File: src/rtl/lsu_pkg.sv
// Shared types and constants for the load/store unit: funct3 encodings, FSM states, lane masks.
package lsu_pkg;

    localparam int unsigned DATA_W = 32;
    localparam int unsigned MASK_W = 4;

    // Lane mask bit3 is byte offset 0; masks are shifted right by the byte offset.
    localparam logic [MASK_W-1:0] LANE_MASK_B = 4'b1000;
    localparam logic [MASK_W-1:0] LANE_MASK_H = 4'b1100;
    localparam logic [MASK_W-1:0] LANE_MASK_W = 4'b1111;

    typedef enum logic [2:0] {
        F3_B  = 3'b000,
        F3_H  = 3'b001,
        F3_W  = 3'b010,
        F3_BU = 3'b100,
        F3_HU = 3'b101
    } lsu_funct3_e;

    typedef enum logic [1:0] {
        S_IDLE,
        S_ACCESS,
        S_WAIT,
        S_RESP
    } lsu_state_e;

    // Unsigned variants only make sense for loads.
    function automatic logic funct3_legal(input logic [2:0] f3, input logic we);
        case (f3)
            F3_B, F3_H, F3_W: return 1'b1;
            F3_BU, F3_HU:     return !we;
            default:          return 1'b0;
        endcase
    endfunction

    function automatic logic addr_misaligned(input logic [2:0] f3, input logic [1:0] off);
        case (f3)
            F3_H, F3_HU: return off[0];
            F3_W:        return off != 2'b00;
            default:     return 1'b0;
        endcase
    endfunction

endpackage

File: src/rtl/lsu_align.sv
// Store lane placement/mask and load byte/halfword extraction with sign/zero extension.
module lsu_align
    import lsu_pkg::*;
(
    input  logic [2:0]        i_st_funct3,
    input  logic [1:0]        i_st_off,
    input  logic [DATA_W-1:0] i_st_wdata,
    output logic [MASK_W-1:0] o_st_mask_c,
    output logic [DATA_W-1:0] o_st_data_c,
    input  logic [2:0]        i_ld_funct3,
    input  logic [1:0]        i_ld_off,
    input  logic [DATA_W-1:0] i_ld_word,
    output logic [DATA_W-1:0] o_ld_data_c
);

    logic [7:0]  w_byte;
    logic [15:0] w_half;

    // Sub-word stores replicate the data so every lane carries it; the mask picks the lane.
    always_comb begin
        o_st_mask_c = '0;
        o_st_data_c = i_st_wdata;
        case (i_st_funct3)
            F3_B, F3_BU: begin
                o_st_mask_c = LANE_MASK_B >> i_st_off;
                o_st_data_c = {4{i_st_wdata[7:0]}};
            end
            F3_H, F3_HU: begin
                o_st_mask_c = i_st_off[1] ? (LANE_MASK_H >> 2) : LANE_MASK_H;
                o_st_data_c = {2{i_st_wdata[15:0]}};
            end
            F3_W:    o_st_mask_c = LANE_MASK_W;
            default: o_st_mask_c = '0;
        endcase
    end

    always_comb begin
        case (i_ld_off)
            2'd0:    w_byte = i_ld_word[7:0];
            2'd1:    w_byte = i_ld_word[15:8];
            2'd2:    w_byte = i_ld_word[23:16];
            default: w_byte = i_ld_word[31:24];
        endcase
        w_half = i_ld_off[1] ? i_ld_word[31:16] : i_ld_word[15:0];
    end

    always_comb begin
        o_ld_data_c = '0;
        case (i_ld_funct3)
            F3_B:    o_ld_data_c = {{24{w_byte[7]}}, w_byte};
            F3_BU:   o_ld_data_c = {24'd0, w_byte};
            F3_H:    o_ld_data_c = {{16{w_half[15]}}, w_half};
            F3_HU:   o_ld_data_c = {16'd0, w_half};
            F3_W:    o_ld_data_c = i_ld_word;
            default: o_ld_data_c = '0;
        endcase
    end

endmodule

File: src/rtl/lsu.sv
// Load/store unit: core request -> single RAM port B access -> formatted response.
// Build option LSU_MISALIGN_TRAP_EN: reject misaligned accesses instead of aligning them down.
module lsu
    import lsu_pkg::*;
#(
    parameter int unsigned ADDR_WIDTH = 32
) (
    input  logic                  clk_i,
    input  logic                  rst_i,
    input  logic                  req_valid_i,
    output logic                  req_ready_o,
    input  logic                  req_we_i,
    input  logic [2:0]            req_funct3_i,
    input  logic [ADDR_WIDTH-1:0] req_addr_i,
    input  logic [DATA_W-1:0]     req_wdata_i,
    output logic                  rsp_valid_o,
    input  logic                  rsp_ready_i,
    output logic [DATA_W-1:0]     rsp_rdata_o,
    output logic                  rsp_err_o,
    output logic                  mem_en_o,
    output logic [MASK_W-1:0]     mem_we_o,
    output logic [ADDR_WIDTH-1:0] mem_addr_o,
    output logic [DATA_W-1:0]     mem_wdata_o,
    input  logic [DATA_W-1:0]     mem_rdata_i
);

    lsu_state_e            r_state;
    logic                  r_ready;
    logic                  r_we;
    logic [2:0]            r_funct3;
    logic [1:0]            r_off;
    logic                  r_mem_en;
    logic [MASK_W-1:0]     r_mem_we;
    logic [ADDR_WIDTH-1:0] r_mem_addr;
    logic [DATA_W-1:0]     r_mem_wdata;
    logic                  r_rsp_valid;
    logic                  r_rsp_err;
    logic [DATA_W-1:0]     r_rsp_rdata;

    logic                  w_misalign;
    logic                  w_reject;
    logic [ADDR_WIDTH-1:0] w_addr_fix;
    logic [MASK_W-1:0]     w_st_mask;
    logic [DATA_W-1:0]     w_st_data;
    logic [DATA_W-1:0]     w_ld_data;

    assign w_misalign = addr_misaligned(req_funct3_i, req_addr_i[1:0]);

`ifdef LSU_MISALIGN_TRAP_EN
    assign w_reject   = !funct3_legal(req_funct3_i, req_we_i) || w_misalign;
    assign w_addr_fix = req_addr_i;
`else
    assign w_reject = !funct3_legal(req_funct3_i, req_we_i);

    // Misaligned accesses are silently aligned down to the natural boundary.
    always_comb begin
        w_addr_fix = req_addr_i;
        if (w_misalign) begin
            if (req_funct3_i == F3_W) w_addr_fix[1:0] = 2'b00;
            else                      w_addr_fix[0]   = 1'b0;
        end
    end
`endif

    lsu_align u_align (
        .i_st_funct3 (req_funct3_i),
        .i_st_off    (w_addr_fix[1:0]),
        .i_st_wdata  (req_wdata_i),
        .o_st_mask_c (w_st_mask),
        .o_st_data_c (w_st_data),
        .i_ld_funct3 (r_funct3),
        .i_ld_off    (r_off),
        .i_ld_word   (mem_rdata_i),
        .o_ld_data_c (w_ld_data)
    );

    // RAM strobes are set on entry to ACCESS so they are high exactly while in ACCESS.
    always_ff @(posedge clk_i or posedge rst_i) begin
        if (rst_i) begin
            r_state     <= S_IDLE;
            r_ready     <= 1'b0;
            r_we        <= 1'b0;
            r_funct3    <= '0;
            r_off       <= '0;
            r_mem_en    <= 1'b0;
            r_mem_we    <= '0;
            r_mem_addr  <= '0;
            r_mem_wdata <= '0;
            r_rsp_valid <= 1'b0;
            r_rsp_err   <= 1'b0;
            r_rsp_rdata <= '0;
        end else begin
            r_mem_en <= 1'b0;
            r_mem_we <= '0;
            unique case (r_state)
                S_IDLE: begin
                    r_ready <= 1'b1;
                    if (req_valid_i && r_ready) begin
                        r_ready     <= 1'b0;
                        r_we        <= req_we_i;
                        r_funct3    <= req_funct3_i;
                        r_off       <= w_addr_fix[1:0];
                        r_mem_addr  <= {w_addr_fix[ADDR_WIDTH-1:2], 2'b00};
                        r_mem_wdata <= req_we_i ? w_st_data : '0;
                        if (w_reject) begin
                            r_state     <= S_RESP;
                            r_rsp_valid <= 1'b1;
                            r_rsp_err   <= 1'b1;
                            r_rsp_rdata <= '0;
                        end else begin
                            r_state  <= S_ACCESS;
                            r_mem_en <= 1'b1;
                            r_mem_we <= req_we_i ? w_st_mask : '0;
                        end
                    end
                end
                S_ACCESS: begin
                    if (r_we) begin
                        r_state     <= S_RESP;
                        r_rsp_valid <= 1'b1;
                        r_rsp_err   <= 1'b0;
                        r_rsp_rdata <= '0;
                    end else begin
                        r_state <= S_WAIT;
                    end
                end
                S_WAIT: begin
                    r_state     <= S_RESP;
                    r_rsp_valid <= 1'b1;
                    r_rsp_err   <= 1'b0;
                    r_rsp_rdata <= w_ld_data;
                end
                S_RESP: begin
                    if (rsp_ready_i) begin
                        r_state     <= S_IDLE;
                        r_ready     <= 1'b1;
                        r_rsp_valid <= 1'b0;
                        r_rsp_err   <= 1'b0;
                        r_rsp_rdata <= '0;
                    end
                end
                default: r_state <= S_IDLE;
            endcase
        end
    end

    assign req_ready_o = r_ready;
    assign rsp_valid_o = r_rsp_valid;
    assign rsp_err_o   = r_rsp_err;
    assign rsp_rdata_o = r_rsp_rdata;
    assign mem_en_o    = r_mem_en;
    assign mem_we_o    = r_mem_we;
    assign mem_addr_o  = r_mem_addr;
    assign mem_wdata_o = r_mem_wdata;

endmodule

File: config.mk
export PLATFORM = sky130hd
export DESIGN_NAME = lsu
export DESIGN_NICKNAME = d
export VERILOG_FILES = /design/src/rtl/lsu_pkg.sv /design/src/rtl/lsu_align.sv /design/src/rtl/lsu.sv
export SDC_FILE = /design/constraint.sdc
export NUM_CORES = 1
export LEC_CHECK = 0
export ABC_AREA = 1
export CAP_MARGIN = 10
export CORE_ASPECT_RATIO = 0.7
export CORE_MARGIN = 3
export CORE_UTILIZATION = 43
export CTS_CLUSTER_SIZE = 20
export DETAILED_ROUTE_END_ITERATION = 8
export PLACE_DENSITY = 0.8
export SLEW_MARGIN = 15
export SYNTH_ARGS = -nofsm -noshare
export SYNTH_HDL_FRONTEND = slang
export SYNTH_HIERARCHICAL = 1
export SYNTH_SLANG_ARGS = --single-unit
File: constraint.sdc
create_clock -name clk_i -period 4 [get_ports clk_i]
set_clock_uncertainty 0.2 [all_clocks]
set_input_delay 0.8 -clock clk_i [delete_from_list [all_inputs] [get_ports clk_i]]
set_output_delay 0.8 -clock clk_i [all_outputs]
set_load 0.01 [all_outputs]
==> impl_metrics.ini <==
[logic_synthesis]
synth_seq_cells = 110
avgSynthCellArea_um2 = 6.95
yosys-top-cells-area = dfrtp_1, nand2_1, nand3_1
yosysWarnings = 6
synth_top_area_frac = 0.427
netlist-cell-type-count = 29
syn-instance-count = 928
synth_seq_area_share = 0.427
synth_area_mm2 = 0.00645
post-synth-top-area-cell = dfrtp_1

[job]
drv_cap = 0

[drt]
via_count = 6405
dr.pass1.iters = 6
routed-wl-met2_mm = 8.44
drc = 0
vias_per_cell = 4.96
ant_nets = 0
routed.top_layer = met4
wl_per_cell_um = 14.6
wl_mm = 18.8
wl_met3_mm = 1.71
drt_iter0_drc = 507
m1WireLength_mm = 8.56

[floorplan]
design.core.area_mm2 = 0.0143
die_x_um = 152
io_pins = 208
die-height_um = 109
row_count = 36
dieArea_mm2 = 0.0165
initial_core_util = 0.452

[critical_path]
crit_path_end_kind = flop
cp.buffers_inverters = 2
crit_chain = clkdlybuf4s50_1, o21ai_1, nand2_2, buf_4, nor2_2, nand2_1, nor2_1
required_ns = 4.08
start_kind = primary input
critPathTopFamily = buffers and inverters
critPathMaxFanout = 30
critPathSlowestCell = clkdlybuf4s50_1
timing_worst_setup_path_type = primary input to flop
critPathArrivalTime_ns = 2.51
critPathMaxStageDelay_ns = 0.60

[pwr]
p_int_mw = 3.53
ir_drop_v = 0.000429
power_density_mw_per_mm2 = 698
leakage_nw = 4.78
swShare = 0.424
p_seq_frac = 0.311
clock_power_share = 0.165
p_comb_frac = 0.524
power_switching_mw = 2.60

[global_route]
grt_pass1_wl_mm = 29.9
grt_pass1_vias = 5826
antenna_found_initial = 0
grt_start_max_net_pins = 65
grt_usage = 0.220
grt_overflow = 0

[finish]
mostFrequentLayoutCells = nand2_1, clkdlybuf4s50_1, dfrtp_1
multi_input_area_mm2 = 0.00289
syn2layout_area_growth_pct = 36.0
drive_above_1_share = 0.0681
layout_commonest_cell = nand2_1
diodes = 0
fill_cells = 1307
finalNetCount = 1205
design_area_mm2 = 0.00878
seqCellArea_mm2 = 0.00275

[placement]
place_congestion = 0.947
io_buffers = 205
dpl_cell_area_mm2 = 0.00844
place.detailed.hpwl_mm = 13.6

[sta]
worst_slew_pin_slew_ns = 1.16
report.final.slew_viol_count = 0
max_freq_mhz = 410
grt_setup_unrepaired = false
setup-tns-final_ns = 0
setup_viol = 0
slew_headroom = 0.226
finalCriticalPeriod_ns = 2.44
fin_crit_sh = 0.609
hold_viol_final = 0

[clock_network]
cts_buffer_depth = 2
ctsHtreeMaxLevel = 3
post_cts_buffers = 0
clock_latency_ns = 0.35
hold_buffers = 0
cts_root_buffer = clkbuf_16
cts_tree = built
clk_pin_slew_worst_paths_ns = 0.07
numCtsBuffers = 9
cts_sinks = 110
cts_resized = 0

[min_path]
worst_hold_path_type = flop to flop

[run_status]
outcome = complete, no violations
synthesized netlist by cell type:
cell	instances
a21oi_1	1
a21oi_2	1
a22o_1	1
buf_2	15
buf_4	14
buf_6	15
clkbuf_1	15
clkbuf_2	1
conb_1	1
dfrtp_1	110
ha_1	4
inv_1	101
inv_2	6
inv_4	1
nand2_1	406
nand2_2	26
nand2_4	3
nand3_1	80
nand3_4	1
nand3b_1	1
nand3b_2	1
nand4_1	34
nor2_1	52
nor2_2	3
nor2_4	2
nor2_8	1
o211ai_1	8
o21ai_0	17
o21ai_1	7
stage by stage:
step | power (mW) | hold WS, ns | utilization | cells | setup WS, ns
3_5_place_dp | 5.11 | 0.257 | 0.591 | 1276 | 1.20
3_3_place_gp | 5.07 | 0.253 | 0.591 | 1276 | 1.26
5_1_grt | 6.58 | 0.293 | 0.615 | 1292 | 1.39
6_report | 6.13 | 0.270 | 0.615 | 1292 | 1.56
2_1_floorplan | 3.85 | 0.252 | - | 929 | 0.0977
4_1_cts | 6.15 | 0.276 | 0.615 | 1292 | 1.58
final cells by class:
class | instances | share of cell area
Multi-Input combinational cell | 651 | 0.330
Tap cell | 190 | 0.0271
Timing Repair Buffer | 217 | 0.244
Clock buffer | 9 | 0.0257
Clock inverter | 7 | 0.0131
Inverter | 108 | 0.0468
Sequential cell | 110 | 0.314
logic make-up (layout without fill, tap and decap cells):
group / Yosys count / count (layout) / synth area share
DFF: 110 / 110 / 0.427
adders and majority gates: 4 / 4 / 0.00776
AOI/OAI and AO/OA: 35 / 35 / 0.0314
buffers and inverters: 168 / 341 / 0.127
and+or+nand+nor: 610 / 610 / 0.407
other: 1 / 2 / 0.000581
metal layers:
layer | GRT usage | vias to the layer above
li1 | - | 3182
met1 | 0.316 | 2925
met2 | 0.349 | 282
met3 | 0.0540 | 16
met4 | 0.0337 | 0
met5 | 0 | -
power by group through the flow:
stage          logic (mW)  clock network (mW)  registers (mW)
4_1_cts              3.21                1.03            1.90
3_5_place_dp         3.20                   0            1.91
3_3_place_gp         3.15                   0            1.92
2_1_floorplan        1.82                   0            2.02
5_1_grt              3.55                1.07            1.96
6_report             3.21                1.01            1.91
path summary, 6_finish.rpt:
kind / from / endpoint / slack, ns / depth (start not counted)
min: mem_addr_o[11] / mem_addr_o[11] / 0.27 / 2
max reg2reg: r_funct3[1] / rsp_rdata_o[13] / 1.61 / 9
min in group asynchronous: rst_i / mem_wdata_o[31] / 0.68 / 2
max in group asynchronous: rst_i / rsp_rdata_o[13] / 2.16 / 3
min reg2reg: mem_addr_o[11] / mem_addr_o[11] / 0.27 / 2
max: req_funct3_i[0] / mem_we_o[3] / 1.56 / 7
worst min-delay path, cell delays in order (launching register included):
cell and delay (ns):
dfrtp_1 0.34, nand2_1 0.05, nand2_1 0.05
state kept, by name (all words and copies together), names as in the netlist:
register	count
r_we	1
mem_addr_o	30
req_ready_o	1
mem_en_o	1
mem_we_o	4
rsp_valid_o	1
rsp_rdata_o	32
rsp_err_o	1
mem_wdata_o	32
r_state	2
r_off	2
r_funct3	3
No activity file was read; power rests on OpenSTA's default activity.
==> patch 1, RTL diff (same flow settings) <==
Add a define of `LSU_MISALIGN_TRAP_EN`.
--- a/src/rtl/lsu.sv
+++ b/src/rtl/lsu.sv
@@ -2,2 +2,4 @@
 // Build option LSU_MISALIGN_TRAP_EN: reject misaligned accesses instead of aligning them down.
+`define LSU_MISALIGN_TRAP_EN
+
 module lsu
Behaviour: not the same (Yosys sat finds a counterexample within 4 cycles, from zero or initial values and one cycle with rst_i high).
==> patch 1 against the unedited design <==
- final area down 1.3%
- sequential cell count unchanged
- setup slack got worse by 0.12 ns
- routed wire length is 2.3% lower
- first-iteration DRC count up 2.6%
- total power down 2.8%
- die area shrank 0.44%
- area after synthesis is 0.47% lower
- critical path type unchanged
- highest routed layer unchanged
==> patch 1: results (changes against the unedited design) <==
[yosys]
yosysSeqAreaShare = 0.4285  ; +0.001994
ys.warnings.count = 6  ; unchanged
syn_avg_cell_area_um2 = 6.944  ; -0.14%
yosys_most_used_dff = dfrtp_1
ys_top_cells_by_area = dfrtp_1 43%, nand2_1 24%, nand3_1 8.9%
synthTopCellsByCount = 403 x nand2_1, 114 x nand3_1, 110 x dfrtp_1
synth_cell_types = 28  ; -3.4%

[place]
gp_congestion = 0.9598  ; +1.4%
dp_slack_ns = 1.115  ; -0.08958 ns
portBuffers = 205  ; unchanged
place_area_um2 = 8394  ; -0.50%
dpl.hpwl_um = 13360  ; -2.0%

[final_layout]
drive_gt1_frac = 0.06484  ; -0.003218
stdcell_count = 1285  ; -0.54%
nNetsFinal = 1200  ; -0.41%

[drt]
met2_length_um = 7715  ; -8.5%
dr.pass1.iters = 5  ; -1
wl_met1_um = 9033  ; +5.5%
vias_per_cell = 4.920  ; -0.76%
top_layer = met4
first_iter_violations = 520  ; +2.6%
wl_um = 18400  ; -2.3%
dr_wl_met3_um = 1489  ; -13%

[global_routing]
grtUsageTotal = 0.2168  ; -0.003458
gr-usage-met2 = 0.3146  ; -0.03422
grt_pass1_wl_um = 29410  ; -1.7%
grt_max_degree = 66  ; +1.5%
grt_pass1_vias = 5667  ; -2.7%
met1_usage = 0.3291  ; +0.01346
met3_usage = 0.05960  ; +0.005600

[critical_path]
crit_path_max_fanout = 35  ; +17%
crit_end = rsp_rdata_o[25]
regToRegSetupSlack_ns = 1.63  ; +0.02 ns
crit_path_start = req_valid_i
rr_worst_depth = 8  ; -1
worstReg2RegStart = r_state[0]
worstReg2RegEnd = mem_addr_o[25]

[worst_hold_path]
worst_hold_path.endpoint = mem_addr_o[13]
hp-start = mem_addr_o[13]

[pwr]
p_clk_frac = 0.141  ; -0.024
p_int_uw = 3409  ; -3.4%
power.leakage_uw = 0.004725  ; -1.1%
ir_drop_v = 0.0003726  ; -13%

[clock_tree]
h-tree-depth = 3  ; unchanged
post_cts_resized = 0  ; unchanged
postCtsSetupRepairBufs = 0  ; unchanged
root_buffer = clkbuf_16
cts.clk_slew.worst_paths_ns = 0.07  ; about the same
cts_buffers = 9  ; unchanged

[sta]
hold_slack_ns = 0.2727  ; +0.002227 ns
max_slew.worst_pin.slew_ns = 1.134  ; -0.02743 ns
min_period_over_period = 0.6381  ; +0.02902

[outcome]
status = finished, final reports clean

## patch 1: cell count changes in the layout (fill, tap and decap cells not counted), moves of 2 or more
| cell | unedited run | this run |
|---|---|---|
| buf_4 | 12 | 7 |
| bufinv_16 | 2 | 0 |
| clkinv_4 | 0 | 2 |
| inv_1 | 100 | 95 |
| nand2_1 | 406 | 403 |
| nand2_2 | 26 | 29 |
| nand2_4 | 3 | 5 |
| nand3_1 | 80 | 114 |
| nand4_1 | 34 | 4 |
| nor2_1 | 51 | 56 |
| o21ai_0 | 17 | 13 |
## patch 1: layout make-up
class / instances / area, um^2
Clock buffer: 9 / 225.2
Clock inverter: 5 / 45.04
Inverter: 102 / 387.9
Fill cell: 1314 / 5614
Timing Repair Buffer: 213 / 2125
Sequential cell: 110 / 2753
Multi-Input combinational cell: 656 / 2892
Tap cell: 190 / 237.7
## patch 1: cell families (layout without fill, tap and decap cells)
| kind of cell | after synthesis | after routing | share of synthesized area |
|---|---|---|---|
| AND/OR/NAND/NOR | 620 | 620 | 0.4143 |
| buffers and inverters | 160 | 329 | 0.1219 |
| adder cells (fa/ha/maj) | 4 | 4 | 0.007792 |
| AO/OA/AOI/OAI | 30 | 30 | 0.02688 |
| other | 1 | 2 | 0.0005838 |
| flip-flops | 110 | 110 | 0.4285 |
## patch 1: worst max-delay path, cell delays in order
cell and delay [ns]:
clkdlybuf4s50_1 0.47, nand2_2 0.11, nand2_2 0.11, nand2_4 0.09
nor2_8 0.42, nand2_4 0.35, nand2_1 0.15, nand2_1 0.06
## patch 1: power groups by stage
stage          combinational (uW)  sequential, uW  clock [uW]
2_1_floorplan                1880            2040           0
3_3_place_gp                 3170            1910           0
5_1_grt                      3560            1960         907
4_1_cts                      3230            1900         868
3_5_place_dp                 3220            1910           0
6_report                     3210            1900         842
==> patch 2, RTL diff (same flow settings) <==
Made on the original files. Put one more register stage on the output `rsp_err_o`, with the module's reset. The value now appears one clock later. The other outputs are not delayed to match.
--- a/src/rtl/lsu.sv
+++ b/src/rtl/lsu.sv
@@ -148,3 +148,9 @@
     assign rsp_valid_o = r_rsp_valid;
-    assign rsp_err_o   = r_rsp_err;
+    always_ff @(posedge clk_i or posedge rst_i) begin
+        if (rst_i) begin
+            rsp_err_o <= '0;
+        end else begin
+            rsp_err_o <= r_rsp_err;
+        end
+    end
     assign rsp_rdata_o = r_rsp_rdata;
Function: changed (Yosys sat finds a counterexample within 4 cycles, from zero or initial values and one cycle with rst_i high).
==> patch 2 against the unedited design <==
- routed wire length is 0.72% lower
- sequential cell count is 1 higher
- clock power is 16% lower
- setup slack worse by 0.50 ns
- register-to-register slack worse by 0.14 ns
- die area is 0.37% higher
- final area is 0.57% lower
- non-clock buffer count is 4 lower
- total power is 2.6% lower
- area after synthesis is 0.39% higher
==> patch 2: results (changes against the unedited design) <==
[yosys]
yosysSeqAreaShare = 0.4287  ; +0.002215
synthTopCellsByCount = 406 x nand2_1, 111 x dfrtp_1, 101 x inv_1
postSynthCellCount = 929  ; +0.11%

[drt]
dr.pass1.iters = 5  ; -1
wl_per_cell_um = 14.51  ; -0.41%
vias_per_cell = 4.937  ; -0.41%
met2_length_um = 8335  ; -1.2%
vias = 6359  ; -0.72%
first_iter_violations = 583  ; +15%
dr_wl_met3_um = 1405  ; -18%
wl_met1_um = 8701  ; +1.6%

[place]
dp_cells = 1273  ; -0.24%
dp_slack_ns = 0.7485  ; -0.4563 ns
dpl.hpwl_um = 13910  ; +2.0%

[global_routing]
met1_usage = 0.3206  ; +0.004997
gr-usage-met2 = 0.3404  ; -0.008481
grt_pass1_wl_um = 29950  ; about the same
grt_pass1_vias = 5905  ; +1.4%

[critical_path]
crit_path_max_fanout = 36  ; +20%
worstReg2RegEnd = rsp_rdata_o[14]
rr_worst_depth = 8  ; -1
regToRegSetupSlack_ns = 1.47  ; -0.14 ns

[sta]
min_period_over_period = 0.7336  ; +0.1245
slew_headroom = 0.2838  ; +0.05796

[final_layout]
nFillCells = 1310  ; +0.23%

[outcome]
status = finished, final reports clean

[pwr]
ir_drop_v = 0.0003147  ; -27%

patch 2: critical path: stages:
cell and delay, ns:
clkdlybuf4s50_1 0.46, buf_4 0.26, o21ai_1 0.16, nand2_2 0.52
nand3_4 0.47, nand2_1 0.19, nand2_1 0.07
patch 2: cells by family (layout without fill, tap and decap cells):
logic type | count (synthesis) | in the layout | share of synthesized area
simple gates | 610 | 610 | 0.4054
buf+inv | 168 | 336 | 0.1263
flops | 111 | 111 | 0.4287
compound gates | 35 | 35 | 0.03129
fa+ha+maj | 4 | 4 | 0.007725
other cells | 1 | 2 | 0.0005788
patch 2: area by class of cell:
| class | count | area, um^2 | share of cell area |
|---|---|---|---|
| clock inverter | 5 | 43.79 | 0.005018 |
| tap | 190 | 237.7 | 0.02724 |
| timing repair buffer | 213 | 2125 | 0.2434 |
| sequential | 111 | 2778 | 0.3183 |
| multi-input combinational | 651 | 2894 | 0.3316 |
| clock buffer | 10 | 239.0 | 0.02738 |
| inverter | 108 | 410.4 | 0.04703 |
patch 2: how the worst min path moves through the flow:
stage	slack [ns]	cells past startpoint	to
global placement	0.18	0	rsp_err_o
detailed placement	0.17	0	rsp_err_o
CTS	0.19	0	rsp_err_o
floorplan	0.15	0	rsp_err_o
global route	0.21	0	rsp_err_o
finish	0.19	0	rsp_err_o
patch 2: metrics by stage:
stage	total power, uW	instance area [um^2]	hold WS (ns)	util
2_1_floorplan	3860	6482	0.1540	-
3_3_place_gp	5043	8444	0.1773	0.5895
3_5_place_dp	5125	8444	0.1722	0.5895
4_1_cts	5984	8727	0.1912	0.6093
5_1_grt	6430	8727	0.2058	0.6093
6_report	5968	8727	0.1947	0.6093
